==> src/rtl/fc_pkg.sv <==
// Shared types and constants for the FC accumulate/transmit stage.
package fc_pkg;

    typedef enum logic [2:0] {
        S_IDLE,
        S_ACCUM,
        S_HEAD,
        S_DATA,
        S_TAIL
    } fc_acc_state_t;

    localparam int DEF_DATA_WIDTH = 8;

    function automatic int sat_hi(input int w);
        return (1 << (w - 1)) - 1;
    endfunction

    function automatic int sat_lo(input int w);
        return -(1 << (w - 1));
    endfunction

    localparam int DEF_SAT_MAX = sat_hi(DEF_DATA_WIDTH);
    localparam int DEF_SAT_MIN = sat_lo(DEF_DATA_WIDTH);

endpackage

==> src/rtl/fc_acc_tx_if.sv <==
// Partial-sum input handshake plus the ready-less result stream to the activation unit.
interface fc_acc_tx_if #(
    parameter int PSUM_WIDTH = 20,
    parameter int DATA_WIDTH = 8
);
    logic                         psum_valid_i;
    logic                         psum_ready_o;
    logic signed [PSUM_WIDTH-1:0] psum_i;
    logic                         psum_last_i;
    logic                         acc_valid_o;
    logic                         acc_last_o;
    logic signed [DATA_WIDTH-1:0] acc_result_o;

    modport master (
        output psum_valid_i, psum_i, psum_last_i,
        input  psum_ready_o, acc_valid_o, acc_last_o, acc_result_o
    );

    modport slave (
        input  psum_valid_i, psum_i, psum_last_i,
        output psum_ready_o, acc_valid_o, acc_last_o, acc_result_o
    );
endinterface

==> src/rtl/fc_requant.sv <==
// Round-half-up arithmetic right shift followed by saturation to DATA_WIDTH.
module fc_requant
    import fc_pkg::*;
#(
    parameter int ACC_WIDTH  = 28,
    parameter int DATA_WIDTH = DEF_DATA_WIDTH
) (
    input  logic signed [ACC_WIDTH-1:0]  x_i,
    input  logic        [4:0]            shift_i,
    output logic signed [DATA_WIDTH-1:0] y_o
);
    localparam int W = ACC_WIDTH + 1;
    localparam logic signed [W-1:0] HI = W'(sat_hi(DATA_WIDTH));
    localparam logic signed [W-1:0] LO = W'(sat_lo(DATA_WIDTH));

    logic signed [W-1:0] x_ext;
    logic signed [W-1:0] rnd;
    logic signed [W-1:0] y;

    always_comb begin
        x_ext = W'(x_i);
        rnd   = (shift_i == 5'd0) ? '0 : (W'(1) << (shift_i - 5'd1));
        // One extra bit keeps the rounding add from overflowing.
        y     = (x_ext + rnd) >>> shift_i;
        if (y > HI)      y_o = HI[DATA_WIDTH-1:0];
        else if (y < LO) y_o = LO[DATA_WIDTH-1:0];
        else             y_o = y[DATA_WIDTH-1:0];
    end
endmodule

==> src/rtl/fc_acc_tx.sv <==
// Accumulates K tile passes of partial sums, then streams head/data/tail to the activation unit.
module fc_acc_tx
    import fc_pkg::*;
#(
    parameter int DATA_WIDTH = DEF_DATA_WIDTH,
    parameter int PSUM_WIDTH = 20,
    parameter int ACC_WIDTH  = 28,
    parameter int N_OUT      = 16
) (
    input  logic              clk,
    input  logic              rst,
    fc_acc_tx_if.slave        bus,
    input  logic [7:0]        cfg_k_tiles_i,
    input  logic [4:0]        cfg_shift_i,
    output logic              busy_o,
    output logic              err_o
);
    localparam int IDX_W = (N_OUT > 1) ? $clog2(N_OUT) : 1;
    localparam logic [IDX_W-1:0] LAST_IDX = IDX_W'(N_OUT - 1);

    fc_acc_state_t               state_q, state_d;
    logic [IDX_W-1:0]            idx_q, idx_d, cur_idx;
    logic [7:0]                  pass_q, pass_d, cur_pass;
    logic [7:0]                  k_q, k_d, cur_k;
    logic [4:0]                  shift_q, shift_d;
    logic                        err_q, err_d;
    logic                        acc_valid_q, acc_valid_d;
    logic                        acc_last_q, acc_last_d;
    logic signed [DATA_WIDTH-1:0] acc_result_q, acc_result_d, rq_y;
    logic signed [ACC_WIDTH-1:0] buf_q [N_OUT];
    logic signed [PSUM_WIDTH-1:0] psum;
    logic signed [ACC_WIDTH-1:0] wr_val;
    logic                        idle, ready, accept, end_pass;

    assign psum   = bus.psum_i;
    assign idle   = (state_q == S_IDLE);
    assign ready  = idle || (state_q == S_ACCUM);
    assign accept = bus.psum_valid_i && ready;

    // The first beat of a frame is handled as entry 0 of pass 0 with fresh cfg.
    assign cur_idx  = idle ? '0 : idx_q;
    assign cur_pass = idle ? 8'd0 : pass_q;
    assign cur_k    = idle ? ((cfg_k_tiles_i == 8'd0) ? 8'd1 : cfg_k_tiles_i) : k_q;
    assign end_pass = (cur_idx == LAST_IDX);
    assign wr_val   = (cur_pass == 8'd0) ? ACC_WIDTH'(psum)
                                         : buf_q[cur_idx] + ACC_WIDTH'(psum);

    always_comb begin
        state_d = state_q;
        idx_d   = idx_q;
        pass_d  = pass_q;
        k_d     = k_q;
        shift_d = shift_q;
        err_d   = err_q;
        unique case (state_q)
            S_IDLE, S_ACCUM: begin
                if (accept) begin
                    if (idle) begin
                        k_d     = cur_k;
                        shift_d = cfg_shift_i;
                    end
                    if (bus.psum_last_i != end_pass) err_d = 1'b1;
                    if (end_pass) begin
                        idx_d   = '0;
                        pass_d  = cur_pass + 8'd1;
                        state_d = (cur_pass == cur_k - 8'd1) ? S_HEAD : S_ACCUM;
                    end else begin
                        idx_d   = cur_idx + 1'b1;
                        pass_d  = cur_pass;
                        state_d = S_ACCUM;
                    end
                end
            end
            S_HEAD: begin
                state_d = S_DATA;
                idx_d   = '0;
            end
            S_DATA: begin
                if (idx_q == LAST_IDX) begin
                    state_d = S_TAIL;
                    idx_d   = '0;
                end else begin
                    idx_d = idx_q + 1'b1;
                end
            end
            S_TAIL:  state_d = S_IDLE;
            default: state_d = S_IDLE;
        endcase

        // Outputs are registered, so they are decoded from the next state.
        acc_valid_d  = (state_d == S_HEAD) || (state_d == S_DATA) || (state_d == S_TAIL);
        acc_last_d   = (state_d == S_TAIL);
        acc_result_d = (state_d == S_DATA) ? rq_y : '0;
    end

    fc_requant #(
        .ACC_WIDTH  (ACC_WIDTH),
        .DATA_WIDTH (DATA_WIDTH)
    ) u_rq (
        .x_i     (buf_q[idx_d]),
        .shift_i (shift_q),
        .y_o     (rq_y)
    );

    always_ff @(posedge clk or negedge rst) begin
        if (!rst) begin
            state_q      <= S_IDLE;
            idx_q        <= '0;
            pass_q       <= '0;
            k_q          <= 8'd1;
            shift_q      <= '0;
            err_q        <= 1'b0;
            acc_valid_q  <= 1'b0;
            acc_last_q   <= 1'b0;
            acc_result_q <= '0;
        end else begin
            state_q      <= state_d;
            idx_q        <= idx_d;
            pass_q       <= pass_d;
            k_q          <= k_d;
            shift_q      <= shift_d;
            err_q        <= err_d;
            acc_valid_q  <= acc_valid_d;
            acc_last_q   <= acc_last_d;
            acc_result_q <= acc_result_d;
        end
    end

    // Pass 0 overwrites, so stale contents never need clearing.
    always_ff @(posedge clk) begin
        if (accept) buf_q[cur_idx] <= wr_val;
    end

    assign bus.psum_ready_o = ready;
    assign bus.acc_valid_o  = acc_valid_q;
    assign bus.acc_last_o   = acc_last_q;
    assign bus.acc_result_o = acc_result_q;
    assign busy_o           = !idle;
    assign err_o            = err_q;
endmodule
==> src/flat_wrapper.sv <==
// flat-port wrapper written by rule: the top's interface ports become plain ports
module fc_acc_tx_flat import fc_pkg::*;
#(
    parameter int DATA_WIDTH = DEF_DATA_WIDTH,
    parameter int PSUM_WIDTH = 20,
    parameter int ACC_WIDTH  = 28,
    parameter int N_OUT      = 16
)
  (clk, rst, cfg_k_tiles_i, cfg_shift_i, busy_o, err_o, bus_psum_valid_i, bus_psum_i, bus_psum_last_i, bus_psum_ready_o, bus_acc_valid_o, bus_acc_last_o, bus_acc_result_o);
  fc_acc_tx_if #(.PSUM_WIDTH(PSUM_WIDTH), .DATA_WIDTH(DATA_WIDTH)) bus_i ();
  input  logic clk;
  input  logic rst;
  input  logic [7:0] cfg_k_tiles_i;
  input  logic [4:0] cfg_shift_i;
  output logic busy_o;
  output logic err_o;
  input wire logic [$bits(bus_i.psum_valid_i)-1:0] bus_psum_valid_i;
  input wire logic [$bits(bus_i.psum_i)-1:0] bus_psum_i;
  input wire logic [$bits(bus_i.psum_last_i)-1:0] bus_psum_last_i;
  output wire logic [$bits(bus_i.psum_ready_o)-1:0] bus_psum_ready_o;
  output wire logic [$bits(bus_i.acc_valid_o)-1:0] bus_acc_valid_o;
  output wire logic [$bits(bus_i.acc_last_o)-1:0] bus_acc_last_o;
  output wire logic [$bits(bus_i.acc_result_o)-1:0] bus_acc_result_o;
  assign bus_i.psum_valid_i = bus_psum_valid_i;
  assign bus_i.psum_i = bus_psum_i;
  assign bus_i.psum_last_i = bus_psum_last_i;
  assign bus_psum_ready_o = bus_i.psum_ready_o;
  assign bus_acc_valid_o = bus_i.acc_valid_o;
  assign bus_acc_last_o = bus_i.acc_last_o;
  assign bus_acc_result_o = bus_i.acc_result_o;
  fc_acc_tx #(.DATA_WIDTH(DATA_WIDTH), .PSUM_WIDTH(PSUM_WIDTH), .ACC_WIDTH(ACC_WIDTH), .N_OUT(N_OUT)) u_core (.clk(clk), .rst(rst), .bus(bus_i), .cfg_k_tiles_i(cfg_k_tiles_i), .cfg_shift_i(cfg_shift_i), .busy_o(busy_o), .err_o(err_o));
endmodule
==> config.mk <==
export PLATFORM = sky130hd
export DESIGN_NAME = fc_acc_tx_flat
export DESIGN_NICKNAME = d
export VERILOG_FILES = /design/src/rtl/fc_pkg.sv /design/src/rtl/fc_acc_tx_if.sv /design/src/rtl/fc_requant.sv /design/src/rtl/fc_acc_tx.sv /design/src/flat_wrapper.sv
export SDC_FILE = /design/constraint.sdc
export NUM_CORES = 1
export LEC_CHECK = 0
export CORE_UTILIZATION = 45
export CTS_BUF_LIST = sky130_fd_sc_hd__clkbuf_8
export DETAILED_ROUTE_END_ITERATION = 7
export PLACE_DENSITY = 0.65
export SETUP_SLACK_MARGIN = 0.1
export SLEW_MARGIN = 20
export SYNTH_ARGS = -nofsm -noshare
export SYNTH_HDL_FRONTEND = slang
export SYNTH_SLANG_ARGS = --single-unit
==> constraint.sdc <==
create_clock -name clk -period 7.1 [get_ports clk]
set_clock_uncertainty 0.2 [all_clocks]
set_input_delay 1.42 -clock clk [delete_from_list [all_inputs] [get_ports clk]]
set_output_delay 1.42 -clock clk [all_outputs]
set_load 0.02 [all_outputs]
* Word-level counts from Yosys, hierarchy flattened
Memories as Yosys holds them, arrays and structs flattened.
Index checks and enable logic that the tools add are counted.
** Word-level totals
- Register bits after elaboration :: 39
- Bits in writable memories :: 448
- Output and inout bits :: 13
- Logic and storage cells :: 65
- Memories kept :: 1
** Memories
- u_core.buf_q :: words 16, bits a word 28, rd ports 2, clocked after memory_dff 0, write ports 1, RTL line fc_acc_tx.sv:30 : logic signed [ACC_WIDTH-1:0] buf_q [N_OUT];
** Operators by class
- $add $sub $neg :: 7
- Order comparisons :: 2
- Equality and inequality tests :: 10
- Shift-type cells :: 2
- Multiplexer cells :: 21
- Reductions and logical operators :: 13
** Operators with widths (number)
- two-way mux 8 bit :: 7
- adder 28 x 29 -> 29 bit :: 1
- > comparator 29 x 8 -> 1 bit, second input constant :: 1
- less-than comparator 29 x 8 -> 1 bit, second input constant :: 1
- two-way mux 29 bit :: 1
- << shifter 1 x 5 -> 29 bit, first input constant :: 1
- >>> shifter 29 x 5 -> 29 bit :: 1
- adder 28 x 20 -> 28 bit :: 1
- two-way mux 28 bit :: 1
- logical NOT 8 bit :: 2
- two-way mux 4 bit :: 4
- equality test 3 x 2 -> 1 bit, second input constant :: 4
- one-hot mux 4 bit (3 select lines) :: 1
- two-way mux 3 bit :: 3
- one-hot mux 3 bit (3 select lines) :: 1
- adder 4 x 1 -> 4 bit, second input constant :: 2
- adder 8 x 1 -> 8 bit, second input constant :: 1
- equality test 4 bit, second input constant :: 2
- equality test 8 bit :: 1
- subtractor 8 x 1 -> 8 bit, second input constant :: 1
- AND reduction 3 bit :: 2
- logical NOT 5 bit :: 1
- subtractor 5 x 1 -> 5 bit, second input constant :: 1
- equality test 3 x 1 -> 1 bit, second input constant :: 1
- 10 further kinds :: 13

* Depth between registers and ports, before layout
Gate-level depths: netlist (run 1).
An unclocked memory read counts as a cell.
- Depth after elaboration :: 13
- Depth in mapped cells :: 34

* Cells and area by module
From an unflattened synthesis (run 1), not the netlist that was laid out.
** Unflattened totals
- Cell total of the unflattened synthesis :: 3079
- Area total of the unflattened synthesis :: 29950.0 um^2
** By module, submodules not included
- fc_acc_tx :: times used 1, cells each 2382, area each 25394.4 um^2, sequential area each 14430.1 um^2
- fc_requant :: times used 1, cells each 697, area each 4555.6 um^2, sequential area each 0.0 um^2

* Least setup slack after synthesis (run 1)
Ideal clock, no wire load.
- Kind :: input port to flip-flop
- Start :: input port bus_psum_valid_i
- End :: register u_core.acc_result_q[0] (netlist: u_core.bus.acc_result_o[0])
- Setup time :: 152 ps
- Arrival :: 7447 ps
- Required time :: 6748 ps
- Slack :: -698 ps
- Stages :: 26
- Path buffers :: 4
- Cell sequence :: inv_1 -> a2111oi_0 -> a211o_1 -> buf_6 -> clkbuf_1 -> buf_1 -> buf_1 -> mux2i_1 -> a211oi_1 -> a311oi_1 -> a21oi_1 -> ha_1 -> fa_1 -> a211oi_1 -> o21ai_2 -> o211ai_2 -> o211ai_4 -> a31oi_4 -> mux2i_1 -> o311a_1 -> nor3_1 -> a22oi_1 -> a221oi_2 -> o2111ai_2 -> o41ai_4 -> a22oi_1
** Between the ends
- Word-level cells in the longest chain between the ends :: 10
- Elaborated cells on any way between the ends :: 14
** Ends and longest elaborated chain
- from (decl) :: RTL line flat_wrapper.sv:17 : input wire logic [$bits(bus_i.psum_valid_i)-1:0] bus_psum_valid_i;
- logical AND 1 bit (*) :: RTL line fc_acc_tx.sv:38 : assign accept = bus.psum_valid_i && ready;
- two-way mux 4 bit :: RTL line fc_acc_tx.sv:57 : if (accept) begin
- one-hot mux 4 bit (3 select lines) :: RTL line fc_acc_tx.sv:55 : unique case (state_q)
- memory (16 x 28 bit)
- adder 28 x 29 -> 29 bit :: RTL line fc_requant.sv:24 : y = (x_ext + rnd) >>> shift_i;
- >>> shifter 29 x 5 -> 29 bit :: RTL line fc_requant.sv:24
- less-than comparator 29 x 8 -> 1 bit :: RTL line fc_requant.sv:26 : else if (y < LO) y_o = LO[DATA_WIDTH-1:0];
- two-way mux 8 bit :: RTL line fc_requant.sv:26
- two-way mux 8 bit :: RTL line fc_requant.sv:25 : if (y > HI) y_o = HI[DATA_WIDTH-1:0];
- two-way mux 8 bit (*) :: RTL line fc_acc_tx.sv:93 : acc_result_d = (state_d == S_DATA) ? rq_y : '0;
- via u_core.acc_result_d[0] :: RTL line fc_acc_tx.sv:29 : logic signed [DATA_WIDTH-1:0] acc_result_q, acc_result_d, rq_y;
- to (signal assigned) :: RTL line fc_acc_tx.sv:125 : acc_result_q <= acc_result_d;
- to (decl) :: RTL line fc_acc_tx.sv:29
The timed path passes the listed nets; every way through them passes the cells marked *.
A chain may end at the register's enable or synchronous reset.

* Worst setup path in the final report (run 1)
- Start :: register u_core.idx_q[0]
- End :: register u_core.acc_result_q[2] (netlist: u_core.bus.acc_result_o[2])
** Between the ends
- Word-level cells in the longest chain between the ends :: 12
- Elaborated cells on any way between the ends :: 22
** Ends and longest elaborated chain
- from (decl) :: RTL line fc_acc_tx.sv:22 : logic [IDX_W-1:0] idx_q, idx_d, cur_idx;
- from (signal assigned) :: RTL line fc_acc_tx.sv:118 : idx_q <= idx_d;
- two-way mux 4 bit :: RTL line fc_acc_tx.sv:41 : assign cur_idx = idle ? '0 : idx_q;
- adder 4 x 1 -> 4 bit / equality test 4 bit (equally long branches) :: RTL line fc_acc_tx.sv:68, fc_acc_tx.sv:44
- two-way mux 4 bit :: RTL line fc_acc_tx.sv:63 : if (end_pass) begin
- two-way mux 4 bit :: RTL line fc_acc_tx.sv:57
- one-hot mux 4 bit (3 select lines) :: RTL line fc_acc_tx.sv:55
- memory (16 x 28 bit)
- adder 28 x 29 -> 29 bit :: RTL line fc_requant.sv:24
- >>> shifter 29 x 5 -> 29 bit :: RTL line fc_requant.sv:24
- less-than comparator 29 x 8 -> 1 bit :: RTL line fc_requant.sv:26
- two-way mux 8 bit :: RTL line fc_requant.sv:26
- two-way mux 8 bit :: RTL line fc_requant.sv:25
- two-way mux 8 bit (*) :: RTL line fc_acc_tx.sv:93
- via u_core.acc_result_d[2] :: RTL line fc_acc_tx.sv:29
Marks and branches as above.

==> results of run 1 <==
[layout by cell type (no fill, tap or decap), types with 40 or more instances in the layout]
| master | n |
|---|---|
| inv_1 | 43 |
| clkbuf_8 | 85 |
| o21ai_0 | 100 |
| edfxtp_1 | 448 |
| buf_4 | 344 |
| o221ai_1 | 40 |
| clkdlybuf4s50_1 | 47 |
| nand2_1 | 295 |
| a211oi_1 | 83 |
| nor2_1 | 318 |
| mux2i_1 | 307 |
| ha_1 | 46 |
| a31oi_1 | 67 |
| a21oi_1 | 202 |
| mux2_2 | 76 |
[area by class of cell]
type                       count  area, um^2  area share
clock buffer                  85        1170      0.0324
clock inverter                59         362      0.0100
tap                          855        1070      0.0296
timing repair buffer         438        3880       0.107
sequential                   487       14400       0.400
multi-input combinational   2122       15100       0.417
inverter                      31         135     0.00374
[sequential cells by signal (all words and copies together), names as in the netlist]
register	flops
u_core.k_q	8
u_core.err_o	1
u_core.shift_q	5
u_core.state_q	3
u_core.idx_q	4
u_core.bus.acc_valid_o	1
u_core.pass_q	8
u_core.buf_q	448
u_core.bus.acc_last_o	1
u_core.bus.acc_result_o	8
[cells by family (layout without fill, tap and decap cells)]
logic type,Yosys count,count (layout),share of synthesized area
simple gates,816,816,0.117
compound gates,780,780,0.176
flops,487,487,0.489
mux,397,397,0.139
buf+inv,237,613,0.0315
xor+xnor,67,67,0.0209
fa+ha+maj,62,62,0.0268
[repair_timing]
action                                  in CTS  in global routing
pin swaps                                   40                 37
gates cloned                                 2                  2
gates resized for setup                     82                 82
hold buffers                                 0                  0
setup buffers                               20                 20
endpoints found under the setup margin      23                 87
[cell usage after synthesis, drive strengths merged, types with 38 or more instances]
master,n,area [um^2]
nor3,41,210
a211oi,95,723
mux2i,315,3150
dfrtp,38,951
mux2,79,893
edfxtp,448,13500
ha,60,751
nand3,39,195
buf,71,308
a31oi,73,487
o21ai,113,569
nand2,298,1120
clkbuf,135,507
nor2,337,1260
a21oi,236,1180
o221ai,40,350
[layer usage]
layer / vias up / part of all wire / routed length (um)
li1: 11492 / - / -
met1: 12685 / 0.39 / 40900
met3: 330 / 0.098 / 10200
met4: 0 / 0.048 / 5050
met5: - / 0 / 0
met2: 1537 / 0.46 / 48200
[worst paths after layout]
path                                 start                    endpoint  slack, ns  cells past startpoint
setup / recovery           u_core.idx_q[0]  u_core.bus.acc_result_o[2]       0.23                     29
hold reg to reg              u_core.k_q[0]               u_core.k_q[0]       0.26                      2
max in group asynchronous              rst             u_core.idx_q[1]       5.33                      1
setup reg to reg           u_core.idx_q[0]  u_core.bus.acc_result_o[2]       0.23                     29
min in group asynchronous              rst               u_core.k_q[2]       0.69                      1
hold / removal               u_core.k_q[0]               u_core.k_q[0]       0.26                      2
[per-stage QoR]
stage / area, um^2 / hold WS, ns
final: 36100 / 0.260
after floorplan: 29600 / 0.237
after detailed placement: 33300 / 0.249
after global routing: 36100 / 0.268
after global placement: 33300 / 0.245
after CTS: 35500 / 0.260
[worst register-to-register path, delay by kind of cell, from the launching register on]
kind	cells	cell delay (ns)
AO/OA/AOI/OAI	12	2.61
adder cells (fa/ha/maj)	2	0.45
buffers and inverters	7	1.08
flip-flops	1	0.53
multiplexers	3	0.75
AND/OR/NAND/NOR	5	1.15
==> flow_summary.json, run 1 <==
{
  "insertion_delay_ns": 0.69,
  "syn_area_um2": 29500,
  "min_path_type": "flip-flop to flip-flop",
  "grt_pass1_vias": 25616,
  "cts_sinks": 487,
  "grt_pass1_wl_mm": 155,
  "fin_cells": 4077,
  "wire_per_inst_um": 25.6,
  "use_met2": 0.494,
  "first_iter_violations": 3067,
  "finalWorstSetupSlack_ns": 0.230,
  "clock.fmax_ghz": 0.146,
  "finalWirelength_mm": 104,
  "grt_max_degree": 109,
  "top_usage_layer": "met2",
  "tightest_slew_ns": 1.04,
  "path_buf_inv": 7,
  "antenna_found_initial": 0,
  "rsz0062_at_grt": "true",
  "dp_hpwl_mm": 67.2,
  "die_w_um": 258,
  "synth_edf_count": 448,
  "maxCapViolCount": 0,
  "area_delta_synth_final_pct": 22.3,
  "rows": 93,
  "yosysWarnings": 0,
  "globalRouteMet1Util": 0.396,
  "critical_path_class": "flip-flop to flip-flop",
  "cp-start-kind": "flip-flop",
  "path_clk_slew_ns": 0.06,
  "hold_viol_final": 0,
  "start_util": 0.456,
  "dp_cells": 3889,
  "worstPathMaxFanout": 7,
  "fin_util": 0.558,
  "tritoncts": "built",
  "fillCellCount": 5549,
  "overflow": 0,
  "critPathTopFamily": "compound AO/OA/AOI/OAI gates",
  "synth_cell_types": 90,
  "boundaryPins": 50,
  "gp_congestion": 0.944,
  "synth_area_per_cell_um2": 10.4,
  "cpMaxStageDelayCell": "dfrtp_4",
  "grt_util_all_layers": 0.306,
  "ant_nets": 0,
  "max_slew_margin": 0.304,
  "postSynthCellCount": 2846,
  "insertedDiodeCount": 0,
  "crit_arrival_ns": 7.25,
  "post-route-min-period_ns": 6.87,
  "dieHeight_um": 258,
  "port_buffers": 49,
  "grt_use_met3": 0.0560,
  "ys_ff_latch": 487,
  "final.period_utilization": 0.968,
  "die_area_um2": 66700,
  "coreArea_um2": 64700,
  "first_pass_iters": 6,
  "clockBufferDepth": 3,
  "slew_violations": 0,
  "vias_per_cell": 6.39,
  "drcViolationCount": 0,
  "syn_nets": 2945,
  "fin_tns_setup_ns": 0,
  "async_reset_ff_frac": 0.0801,
  "worstSetupEndpointType": "flip-flop",
  "slowest_delay_ns": 0.53,
  "seq_area_frac_synth": 0.489,
  "cts_buffers": 82,
  "via_count": 26044,
  "htreeDepth": 3,
  "finalSetupViolations": 0,
  "cts_root_buf": "clkbuf_8",
  "status": "completed",
  "drive_gt1_frac": 0.232,
  "synthFlopType": "edfxtp_1",
  "dp_slack_ns": -1.19,
  "fin_nets": 3261,
  "required_ns": 7.48
}
Power of run 1 is not shown: default switching activity piles up to over one toggle a cycle in this logic, so the estimate is an artifact.
==> run 2, diff against run 1 <==
--- a/config.mk
+++ b/config.mk
@@ -5,12 +5,14 @@
 export SDC_FILE = /design/constraint.sdc
 export NUM_CORES = 1
 export LEC_CHECK = 0
+export CORE_ASPECT_RATIO = 2
 export CORE_UTILIZATION = 45
 export CTS_BUF_LIST = sky130_fd_sc_hd__clkbuf_8
 export DETAILED_ROUTE_END_ITERATION = 7
 export PLACE_DENSITY = 0.65
 export SETUP_SLACK_MARGIN = 0.1
-export SLEW_MARGIN = 20
+export SKIP_LAST_GASP = 1
+export SLEW_MARGIN = 15
 export SYNTH_ARGS = -nofsm -noshare
 export SYNTH_HDL_FRONTEND = slang
 export SYNTH_SLANG_ARGS = --single-unit
==> flow_summary.json, run 2 (synthesized netlist as in run 1, its figures left out) <==
{
  "regMostFlops": "u_core.buf_q",
  "port_buffers": 49,
  "slowest_delay_ns": 0.52,
  "largest_reg_flops": 448,
  "fin_nets": 3373,
  "via_count": 26767,
  "hold_depth": 1,
  "min_path_type": "flip-flop to flip-flop",
  "min_to": "u_core.err_o",
  "first_iter_violations": 2366,
  "area_delta_synth_final_pct": 26.7,
  "cts_buffers": 71,
  "regToRegStartpoint": "u_core.idx_q[0]",
  "finalWirelength_mm": 116,
  "first_pass_iters": 8,
  "clockBufferDepth": 3,
  "vias_per_cell": 6.37,
  "start_util": 0.456,
  "cpMaxStageDelayCell": "dfrtp_4",
  "hold_buffers": 0,
  "critical_path_class": "flip-flop to flip-flop",
  "r2r_end": "u_core.bus.acc_result_o[1]",
  "drive_gt1_frac": 0.268,
  "rsz0062_at_grt": "true",
  "post-route-min-period_ns": 7.07,
  "worstPathMaxFanout": 7,
  "dp_hpwl_mm": 77.5,
  "grt_util_all_layers": 0.343,
  "clock.fmax_ghz": 0.142,
  "max_slew_margin": 0.224,
  "holdWs_ns": 0.267,
  "worstSetupEndpointType": "flip-flop",
  "grt_pass1_wl_mm": 167,
  "hold_viol_final": 0,
  "crit_arrival_ns": 7.49,
  "boundaryPins": 50,
  "tightest_slew_ns": 1.16,
  "crit_start": "u_core.idx_q[0]",
  "place_area_um2": 34100,
  "path_clk_slew_ns": 0.07,
  "wire_per_inst_um": 27.6,
  "r2r_slack_ns": 0.03,
  "die_area_um2": 66700,
  "die_w_um": 183,
  "cpMostUsedCell": "buf_6",
  "final.period_utilization": 0.995,
  "ant_nets": 0,
  "overflow": 0,
  "status": "completed",
  "finalSetupViolations": 0,
  "gp_congestion": 1.03,
  "final_common_cell": "edfxtp_1",
  "grt_max_degree": 61,
  "cts_root_buf": "clkbuf_8",
  "tritoncts": "built",
  "holdCritStartpoint": "u_core.err_o",
  "final_area_um2": 37400,
  "mostFrequentLayoutCells": "448 x edfxtp_1, 447 x buf_4, 310 x nor2_1, 301 x mux2i_1, 294 x nand2_1",
  "htreeDepth": 3,
  "insertion_delay_ns": 0.73,
  "drcViolationCount": 0,
  "maxCapViolCount": 0,
  "cp-start-kind": "flip-flop",
  "grt_pass1_vias": 27281,
  "cts_sinks": 487,
  "r2r.worst_path.cells": 33,
  "antenna_found_initial": 1,
  "rows": 132,
  "coreArea_um2": 64700,
  "required_ns": 7.52,
  "slew_violations": 0,
  "dieHeight_um": 364
}
-- run 2: cell count changes in the layout (fill, tap and decap cells not counted), moves of 6 or more --
cell	before	now
a21oi_2	33	19
mux2i_1	307	301
a21oi_4	1	7
clkbuf_8	85	75
clkinv_1	25	18
o21ai_1	8	15
a21oi_1	202	210
buf_4	344	447
o21ai_0	100	93
buf_6	14	25
nor2_1	318	310
buf_12	22	28
inv_1	43	37
-- run 2: worst max-delay path: cells and delay by family, from the launching register on --
| kind | cells | cell delay [ns] |
|---|---|---|
| simple gates | 4 | 0.67 |
| fa+ha+maj | 2 | 0.59 |
| mux | 3 | 1.00 |
| flops | 1 | 0.52 |
| buf+inv | 12 | 1.75 |
| compound gates | 12 | 2.22 |
-- run 2: cell type report --
cell class | instances | area [um^2]
multi-input cells | 2122 | 15400
clock inverters | 51 | 348
well taps | 871 | 1090
repair buffers | 561 | 5000
fillers | 5435 | 27300
diodes | 2 | 5.00
clock buffers | 75 | 1030
inverters | 31 | 131
flip-flops and latches | 487 | 14400
-- run 2: layer usage --
metal	vias to the layer above	track usage	share of wire
li1	11690	-	-
met1	12956	0.337	0.31
met2	1543	0.616	0.50
met3	578	0.0595	0.079
met4	0	0.301	0.10
met5	-	0	0
-- run 2: worst max-delay path by stage --
| stage | end | slack, ns | cells past startpoint |
|---|---|---|---|
| 6_report | u_core.bus.acc_result_o[1] | 0.03 | 33 |
| 5_1_grt | u_core.bus.acc_result_o[1] | -0.14 | 36 |
| 4_1_cts | u_core.bus.acc_result_o[2] | 0.1 | 28 |
| 3_5_place_dp | u_core.bus.acc_result_o[2] | -2.01 | 28 |
| 3_3_place_gp | u_core.bus.acc_result_o[3] | -2.05 | 28 |
| 2_1_floorplan | u_core.bus.acc_result_o[0] | 0.10 | 26 |
-- run 2: timing repair --
item                       in CTS  in global routing
cloned                          6                  3
setup endpoints to repair      23                 87
buffers inserted               29                 31
gates resized for setup       123                121
pin swaps                      42                 71
-- run 2: through the flow --
stage / std cells / setup TNS [ns] / utilization / setup slack, ns
floorplan: 2846 / 0 / - / 0.100
global placement: 4006 / -14.37 / 0.527 / -2.05
detailed placement: 4006 / -13.88 / 0.527 / -2.01
CTS: 4167 / 0 / 0.565 / 0.0988
global route: 4199 / -0.805 / 0.578 / -0.137
finish: 4200 / 0 / 0.578 / 0.0346
Power of run 2 is left out for the same reason.
